[config.mk]
export PLATFORM = sky130hd
export DESIGN_NAME = digit_scan_ctrl
export DESIGN_NICKNAME = d
export VERILOG_FILES = /design/src/rtl/display_pkg.sv /design/src/rtl/refresh_prescaler.sv /design/src/rtl/digit_scan_ctrl.sv
export SDC_FILE = /design/constraint.sdc
export NUM_CORES = 1
export LEC_CHECK = 0
export CORE_MARGIN = 3
export CORE_UTILIZATION = 25
export CTS_CLUSTER_SIZE = 28
export DETAILED_ROUTE_END_ITERATION = 7
export MAX_ROUTING_LAYER = met4
export PLACE_DENSITY = 0.51
export SLEW_MARGIN = 20
export SYNTH_ARGS = -nofsm -noshare
export SYNTH_HDL_FRONTEND = slang
export SYNTH_HIERARCHICAL = 1
export SYNTH_SLANG_ARGS = --single-unit
[constraint.sdc]
create_clock -name clk -period 4.6 [get_ports clk]
set_input_delay 0.92 -clock clk [delete_from_list [all_inputs] [get_ports clk]]
set_output_delay 0.92 -clock clk [all_outputs]
set_load 0.005 [all_outputs]
[src/rtl/display_pkg.sv]
// Shared types and constants for the seven-segment digit scan controller.
package display_pkg;

  localparam logic [2:0] SEL_ONES  = 3'b000;
  localparam logic [2:0] SEL_TENS  = 3'b001;
  localparam logic [2:0] SEL_HUNDS = 3'b010;
  localparam logic [2:0] SEL_THOUS = 3'b011;

  localparam logic [3:0] ANODE_OFF = 4'b1111;

  typedef enum logic {
    IDLE = 1'b0,
    SCAN = 1'b1
  } state_t;

  typedef logic [3:0] bcd_t;

  typedef struct packed {
    bcd_t thous;
    bcd_t hunds;
    bcd_t tens;
    bcd_t ones;
  } digits_t;

  // Bit i set = digit i is a leading zero to suppress; ones is always shown.
  function automatic logic [3:0] lz_mask(input logic blank_lz, input digits_t d);
    logic [3:0] m;
    m[3] = blank_lz && (d.thous == 4'h0);
    m[2] = m[3] && (d.hunds == 4'h0);
    m[1] = m[2] && (d.tens == 4'h0);
    m[0] = 1'b0;
    return m;
  endfunction

endpackage

[src/rtl/refresh_prescaler.sv]
// Slot counter for the digit scan: flags the last cycle of each slot and the
// anti-ghosting guard window at the start of each slot.
module refresh_prescaler #(
  parameter int REFRESH_DIV = 50000,
  parameter int GUARD_CYC   = 500,
  parameter int CNT_W       = 16
) (
  input  logic clk,
  input  logic rst_n,
  input  logic clear,
  output logic slot_end,
  output logic in_guard
);

  localparam logic [CNT_W-1:0] CNT_LAST  = CNT_W'(REFRESH_DIV - 1);
  localparam logic [CNT_W-1:0] CNT_GUARD = CNT_W'(GUARD_CYC);

  logic [CNT_W-1:0] cnt;

  always_ff @(posedge clk or negedge rst_n) begin
    if (!rst_n) begin
      cnt <= '0;
    end else if (clear || (cnt == CNT_LAST)) begin
      cnt <= '0;
    end else begin
      cnt <= cnt + 1'b1;
    end
  end

  assign slot_end = (cnt == CNT_LAST);
  assign in_guard = (cnt < CNT_GUARD);

endmodule

[src/rtl/digit_scan_ctrl.sv]
// Four-digit seven-segment scan controller with frame-synchronous digit
// update, leading-zero blanking and a per-slot anode guard interval.
//
// state | meaning
// IDLE  | scan stopped, anodes off, pending digits commit the cycle after load
// SCAN  | walking digits ones..thous, pending digits commit on frame_end
module digit_scan_ctrl
  import display_pkg::*;
#(
  parameter int REFRESH_DIV = 50000,
  parameter int GUARD_CYC   = 500,
  parameter int CNT_W       = 16
) (
  input  logic       clk,
  input  logic       rst_n,
  input  logic       en,
  input  logic       blank_lz,
  input  logic       load,
  input  logic [3:0] d_ones,
  input  logic [3:0] d_tens,
  input  logic [3:0] d_hunds,
  input  logic [3:0] d_thous,
  output logic [3:0] ones,
  output logic [3:0] tens,
  output logic [3:0] hunds,
  output logic [3:0] thous,
  output logic [2:0] stateSel,
  output logic [3:0] anode,
  output logic       blank,
  output logic       load_ack,
  output logic       frame_end
);

  state_t     state;
  state_t     state_nxt;
  logic [1:0] idx;
  logic       slot_end;
  logic       in_guard;
  logic       run;
  logic       pend;
  logic       commit;
  digits_t    pending;
  digits_t    committed;
  logic [3:0] lz;

  assign run = (state == SCAN) && en;

  refresh_prescaler #(
    .REFRESH_DIV (REFRESH_DIV),
    .GUARD_CYC   (GUARD_CYC),
    .CNT_W       (CNT_W)
  ) u_prescaler (
    .clk      (clk),
    .rst_n    (rst_n),
    .clear    (!run),
    .slot_end (slot_end),
    .in_guard (in_guard)
  );

  always_ff @(posedge clk or negedge rst_n) begin
    if (!rst_n) begin
      state <= IDLE;
    end else begin
      state <= state_nxt;
    end
  end

  always_comb begin
    state_nxt = state;
    case (state)
      IDLE: if (en)  state_nxt = SCAN;
      SCAN: if (!en) state_nxt = IDLE;
      default:       state_nxt = IDLE;
    endcase
  end

  always_ff @(posedge clk or negedge rst_n) begin
    if (!rst_n) begin
      idx <= 2'd0;
    end else if (!run) begin
      idx <= 2'd0;
    end else if (slot_end) begin
      idx <= idx + 2'd1;
    end
  end

  assign frame_end = (state == SCAN) && slot_end && (idx == 2'd3);

  // A commit on the same edge as a load takes the old pending value; the new
  // load then stays pending for the next commit opportunity.
  assign commit = pend && ((state == IDLE) || frame_end);

  always_ff @(posedge clk or negedge rst_n) begin
    if (!rst_n) begin
      pending   <= '0;
      committed <= '0;
      pend      <= 1'b0;
      load_ack  <= 1'b0;
    end else begin
      load_ack <= commit;
      if (commit) begin
        committed <= pending;
      end
      if (load) begin
        pending <= '{thous: d_thous, hunds: d_hunds, tens: d_tens, ones: d_ones};
        pend    <= 1'b1;
      end else if (commit) begin
        pend <= 1'b0;
      end
    end
  end

  assign ones  = committed.ones;
  assign tens  = committed.tens;
  assign hunds = committed.hunds;
  assign thous = committed.thous;

  assign lz = lz_mask(blank_lz, committed);

  always_comb begin
    stateSel = SEL_ONES;
    anode    = ANODE_OFF;
    blank    = 1'b1;
    if (state == SCAN) begin
      case (idx)
        2'd0:    stateSel = SEL_ONES;
        2'd1:    stateSel = SEL_TENS;
        2'd2:    stateSel = SEL_HUNDS;
        default: stateSel = SEL_THOUS;
      endcase
      if (!in_guard && !lz[idx]) begin
        anode = ~(4'b0001 << idx);
        blank = 1'b0;
      end
    end
  end

endmodule

==> impl_metrics.yaml <==
worst_setup_path:
  timing_worst_setup_path_type: "reg2out"
  crit_fanout: 5
  worstPathCellList: "or4_1 -> nor4_2 -> and3_2 -> clkdlybuf4s50_1"
  kind_of_start_point_of_the_critical_path: "register"
  r2r-end: "thous[2]$_DFFE_PN0P_"
  rrSetupSlack_ns: 1.85
  end_kind: "primary output"
  timing.critical_path.slowest_stage_cell: "or4_1"
  crit-reg2reg-launch: "u_prescaler/cnt[11]$_DFF_PN0_"
  cp_data_required_time_ns: 3.68
  delay_of_the_slowest_cell_on_the_worst_path_ns: 0.57
  timing.reg2reg.worst_path_depth: 5
  cp_data_arrival_time_ns: 2.60
grt:
  grt_usage_pct: 9.45
  grtUsageMet2_pct: 15.0
  groute.layer.met1.usage_pct: 12.2
  first_global_vias: 1606
  global_route_wire_length_before_repair_mm: 8.18
  globalRoute.totalOverflow: 0
  groute.layer.met3.usage_pct: 2.04
  grt_antenna_before_repair: 0
  grt_most_used_layer: "met2"
  maximum_number_of_pins_on_one_net_before_global_route_repair: 37
routing:
  antenna_violation_net_count_after_detailed_routing: 0
  routed_wirelength_mm: 4.94
  drt_pre_antenna_iters: 4
  drc: 0
  route.vias.total: 1573
  drt-wirelength-per-cell_um: 13.5
  avgViaCountPerCell: 4.29
  drt_iter0_markers: 23
timing:
  maxSlewHeadroom_pct: 42.6
  report.final.hold_viol_count: 0
  setup_skew_after_layout_ns: 0.0102
  period_needed_ns: 3.52
  setup-tns-final_ns: 0
  post-route-period-util_pct: 76.5
  final.setup.worst_slack_ns: 1.08
  final_max_slew_viol_count: 0
  setup_viol: 0
  fin_hold_ws_ns: 0.512
  clock.fmax_ghz: 0.284
  grt_setup_unrepaired: "no"
  tightestPinTransition_ns: 0.858
yosys:
  synth_edf_count: 0
  post_synth_num_cell_types: 38
  cell_area_synth_um2: 2440
  synth-main-ff-cell: "dfrtp_1"
  synth.area.mux_share_pct: 16.6
  synth_top_family_by_area: "multiplexers"
  synth_adder_area_share_pct: 3.08
  synth-compound-area-share_pct: 4.00
  mapped_nets: 220
  post_synth.cell_area_avg_um2: 12.6
  post_synth_xor_area_fraction_pct: 5.39
  yosysWarnings: 6
  synth-seq-cells: 53
  synthSimpleGateAreaFrac_pct: 12.0
  async_reset_ff_share_pct: 100
  synth.yosys.seq_area_share_pct: 54.4
  syn_inst: 193
clock_tree:
  clk_root_buffer_cell: "clkbuf_8"
  clk_transition_reported_paths_ns: 0.09
  hold_buffers: 0
  cts_inserted_buffers: 5
  clock_insertion_delay_worst_skew_ns: 0.30
  tritoncts_num_sinks: 53
  h-tree-depth: 2
  cts-resized-gates: 0
  clk_path_buf_depth: 2
  tritoncts_clock_tree: "done"
  postCtsSetupRepairBufs: 0
cells_and_area:
  finish.net_count: 264
  total_of_fill_cells_in_the_finished_design: 976
  num_antenna_cells: 0
  syn_to_final_growth_pct: 25.8
  final_design_area_no_fill_um2: 3070
  finalCoreUtilization_pct: 32.7
  post_route_cells_drive_above_1_share_pct: 18.9
flow_run:
  cap_violations: 0
die:
  design.portCount: 47
  placementRows: 35
  initial_core_util_pct: 26.0
  total_die_area_um2: 11000
  core_area_um2: 9370
  die_wd_um: 105
  die_y_um: 105
power_and_ir_drop:
  ir_worst_vdd_v: 0.000186
  p_per_area_nw_per_um2: 318
  p_leak_nw: 1.23
status:
  result_of_the_run: "finished, final reports clean"
place:
  placed_area_um2: 2970
  buffer_ports.inserted: 45
  detailedPlace.worstSlack_ns: 1.10
  detailedPlacementHpwl_mm: 3.56
  gpl.final_weighted_congestion: 0.764
worst_hold_path:
  whs_path_depth: 1
  holdCritPathClass: "reg2reg"
  worstHoldEndpoint: "thous[1]$_DFFE_PN0P_"
  hold_path.startpoint: "pending[13]$_DFFE_PN0P_"
kinds of logic (layout without fill, tap and decap cells):
group,after synthesis,count (layout)
AO/OA/AOI/OAI,13,13
XOR/XNOR,15,15
adder cells (fa/ha/maj),6,6
buffers and inverters,16,61
flip-flops,53,53
multiplexers,33,33
other,1,1
AND/OR/NAND/NOR,56,56
power by group:
group | leakage [nW] | internal [mW] | switching (mW)
combinational | 0.516 | 0.110 | 0.0485
sequential | 0.660 | 0.510 | 0.0311
clock | 0.0512 | 0.122 | 0.154
total | 1.23 | 0.742 | 0.234
metrics by stage:
step	cells	power, mW
2_1_floorplan	193	0.617
3_3_place_gp	359	0.711
3_5_place_dp	359	0.712
4_1_cts	367	0.992
5_1_grt	367	1.03
6_report	367	0.976
worst max-delay path: cells and delay by family, from the launching register on:
| family | cells | cell delay, ns |
|---|---|---|
| buf+inv | 1 | 0.49 |
| simple gates | 3 | 1.39 |
| flops | 1 | 0.41 |
sequential cells by signal, indices dropped and copies added, names as in the netlist:
register	count
load_ack	1
idx	2
u_prescaler/cnt	16
ones	4
thous	4
pending	16
tens	4
state	1
hunds	4
pend	1
worst max-delay path by stage:
stage	from	to	cells past startpoint
final	u_prescaler/cnt[11]$_DFF_PN0_	frame_end	4
after global placement	blank_lz	anode[3]	4
after detailed placement	blank_lz	anode[1]	4
after floorplan	u_prescaler/cnt[11]$_DFF_PN0_	frame_end	3
after CTS	u_prescaler/cnt[10]$_DFF_PN0_	frame_end	4
after global routing	u_prescaler/cnt[10]$_DFF_PN0_	frame_end	4
synthesized netlist by cell type (2+ instances only):
cell type | number | area share [%]
nand4_1 | 5 | 1.3
buf_2 | 2 | 0.41
xnor2_1 | 11 | 4.0
nand2_1 | 5 | 0.77
o211ai_1 | 5 | 1.5
o21a_1 | 3 | 0.92
buf_6 | 2 | 0.92
xor2_1 | 4 | 1.4
nor4_1 | 6 | 1.5
nor3_1 | 3 | 0.62
nor2_1 | 22 | 3.4
mux2_4 | 9 | 5.5
nand3_1 | 5 | 1.0
mux2_2 | 23 | 11
inv_1 | 7 | 1.1
ha_1 | 6 | 3.1
clkbuf_1 | 2 | 0.31
dfrtp_1 | 53 | 54
layout make-up:
class                           instances  area [um^2]  area share (%)
Sequential cell                        53         1330            43.2
Multi-Input combinational cell        124         1000            32.7
Timing Repair Buffer                   46          453            14.8
Tap cell                              129          161            5.26
Clock buffer                            6         82.6            2.69
Inverter                                7         26.3           0.857
Clock inverter                          2         13.8           0.449
cells in the final DEF (no fill, tap or decap), drive strengths merged, types with 4 or more instances in the layout:
master / instances
inv: 7
mux2: 32
nand2: 5
dfrtp: 53
clkdlybuf4s50: 44
nor4: 7
o211ai: 5
nor2: 22
ha: 6
xor2: 4
xnor2: 11
clkbuf: 6
nand4: 5
nand3: 5
layer usage:
layer  up-vias  wire (um)
met1       776       2380
met4         0         35
met5         -          0
li1        753          -
met3         3        157
met2        41       2370
No activity file was read; power rests on OpenSTA's default activity.
==> patch, RTL diff (config.mk and constraints unchanged) <==
`CNT_W` is set to 16 in 2 places; all go to 12.
--- a/src/rtl/refresh_prescaler.sv
+++ b/src/rtl/refresh_prescaler.sv
@@ -3,7 +3,7 @@
 module refresh_prescaler #(
   parameter int REFRESH_DIV = 50000,
   parameter int GUARD_CYC   = 500,
-  parameter int CNT_W       = 16
+  parameter int CNT_W       = 12
 ) (
   input  logic clk,
   input  logic rst_n,
--- a/src/rtl/digit_scan_ctrl.sv
+++ b/src/rtl/digit_scan_ctrl.sv
@@ -9,7 +9,7 @@
 #(
   parameter int REFRESH_DIV = 50000,
   parameter int GUARD_CYC   = 500,
-  parameter int CNT_W       = 16
+  parameter int CNT_W       = 12
 ) (
   input  logic       clk,
   input  logic       rst_n,
Function: same outputs for any inputs over 10 cycles, from zero or initial values and one cycle with rst_n low; that may be too few to reach the edited logic, so the function may still have changed.
==> patch against the unedited design <==
  * Wire length fell by 15%
  * Synthesized area fell by 9.7%
  * Sequential cell count fell by 4
  * Worst setup slack improved by 280 ps
  * Power rose by 0.11%
  * Via count fell by 13%
  * Design area fell by 7.7%
  * Final cell count fell by 14%
  * Highest routed layer unchanged
  * Hold slack got worse by 27 ps
  * Largest power group unchanged
==> patch: results (changes against the unedited design) <==
| Metric | Value |
|---|---|
| Status | finished, final reports clean |
| Regs by FF count | pending x16, u_prescaler/cnt x12 |
| CTS root buf | clkbuf_8 |
| Synth cell count leaders | 49 x dfrtp_1, 23 x mux2_2, 16 x nor2_1 |
| Seq_cells | 49 (-7.5%) |
| Largest net degree at the start of global routing | 50 (+35%) |
| Actual slew at the worst max-slew pin | 867 ps (+9.48 ps) |
| Crit path from | blank_lz |
| Reg2Reg Setup Slack | 2160 ps (+310 ps) |
| M1 WL | 2100 um (-12%) |
| Total CTS buffers | 5 (unchanged) |
| Layout cells sized above 1 | 22.4% (+3.5 points) |
| Wire length on met3 | 190 um (+21%) |
| Met2 wire length | 1840 um (-22%) |
| Final wirelength | 4210 um (-15%) |
| DR iter-0 viols | 74 (+220%) |
| Post-layout net count | 236 (-11%) |
| Multi-input combinational area share | 31.4% (-1.3 points) |
| Area contributors post-synth | dfrtp_1 56%, mux2_2 12%, mux2_4 6.1%, ha_1 3.4%, xor2_1 3.2% |
| Vias in the first global route | 1426 (-11%) |
| CP Capture Point | anode[0] |
| Multi-input gates | 103 (-17%) |
| Non-clock inverters | 4 (-3) |
| R2R cell count | 6 (+1) |
| GPL Wtd Cong | 0.704 (-7.8%) |
| Mapped Nets | 190 (-14%) |
| Seq/Total Area, Yosys | 55.7% (+1.3 points) |
| Non-clk buf share | 16.0% (+1.2 points) |
| Placed Area | 2710 um2 (-8.6%) |
| Die W | 99.8 um (-4.7%) |
| Worst r2r src | u_prescaler/cnt[0] |
| Setup Skew | 4.45 ps (-5.79 ps) |
| Library cells used by synthesis | 37 (-2.6%) |
| Vias per Instance | 4.36 (+1.8%) |
| Final Worst Setup Slack | 1360 ps (+277 ps) |
| Leakage power | 1.21 nW (-1.3%) |
| NetSw | 215 uW (-8.2%) |
| Worst Path Arrival | 2320 ps (-280 ps) |
| Seq/total area | 43.3% (+0.077 points) |
| Clock buf count | 7 (+1) |
| Wire length of the first global-routing pass | 7220 um (-12%) |
| Final HPWL DP | 2910 um (-18%) |
| Final Instance Area | 2830 um2 (-7.7%) |
| Largest vdd supply drop | 0.000163 V (-12%) |
| # fillers | 869 (-11%) |
| Clock-cell share | 4.11% (+0.97 points) |
| Total GRT Usage | 9.52% (+0.077 points) |
patch: worst min path at each step:
stage,from,endpoint,slack (ps),depth (start not counted)
floorplan,u_prescaler/cnt[0],u_prescaler/cnt[0],440,1
global placement,u_prescaler/cnt[0],u_prescaler/cnt[0],470,1
detailed placement,u_prescaler/cnt[0],u_prescaler/cnt[0],480,1
CTS,u_prescaler/cnt[0],u_prescaler/cnt[0],490,1
global route,u_prescaler/cnt[0],u_prescaler/cnt[0],520,1
finish,u_prescaler/cnt[0],u_prescaler/cnt[0],490,1
patch: power groups by stage:
stage | Sequential [mW] | Combinational [mW] | Clock [mW]
finish | 0.505 | 0.158 | 0.314
global route | 0.512 | 0.171 | 0.351
CTS | 0.506 | 0.162 | 0.329
detailed placement | 0.514 | 0.161 | 0
global placement | 0.513 | 0.161 | 0
floorplan | 0.510 | 0.0700 | 0
patch: per-stage QoR:
stage / hold slack [ps] / instances
global placement: 472 / 307
finish: 486 / 315
detailed placement: 477 / 307
CTS: 489 / 315
global route: 518 / 315
floorplan: 443 / 163
patch: kinds of logic (layout without fill, tap and decap cells):
| logic type | after synthesis | after routing | share of synthesized area, % |
|---|---|---|---|
| flops | 49 | 49 | 55.7 |
| other cells | 1 | 1 | 0.170 |
| mux | 33 | 33 | 18.4 |
| simple gates | 40 | 40 | 9.84 |
| buf+inv | 11 | 58 | 3.92 |
| xor+xnor | 11 | 11 | 4.38 |
| compound gates | 12 | 12 | 4.21 |
| fa+ha+maj | 6 | 6 | 3.41 |
patch: per-layer routing:
layer / global-route usage, % / vias up
met4: 4.73 / 0
met1: 13.1 / 678
met2: 13.2 / 33
li1: - / 658
met5: - / -
met3: 2.02 / 5
patch: critical path: stages:
cell	delay [ps]
clkdlybuf4s50_1	460
o2111ai_1	190
o211ai_1	230
clkdlybuf4s50_1	530
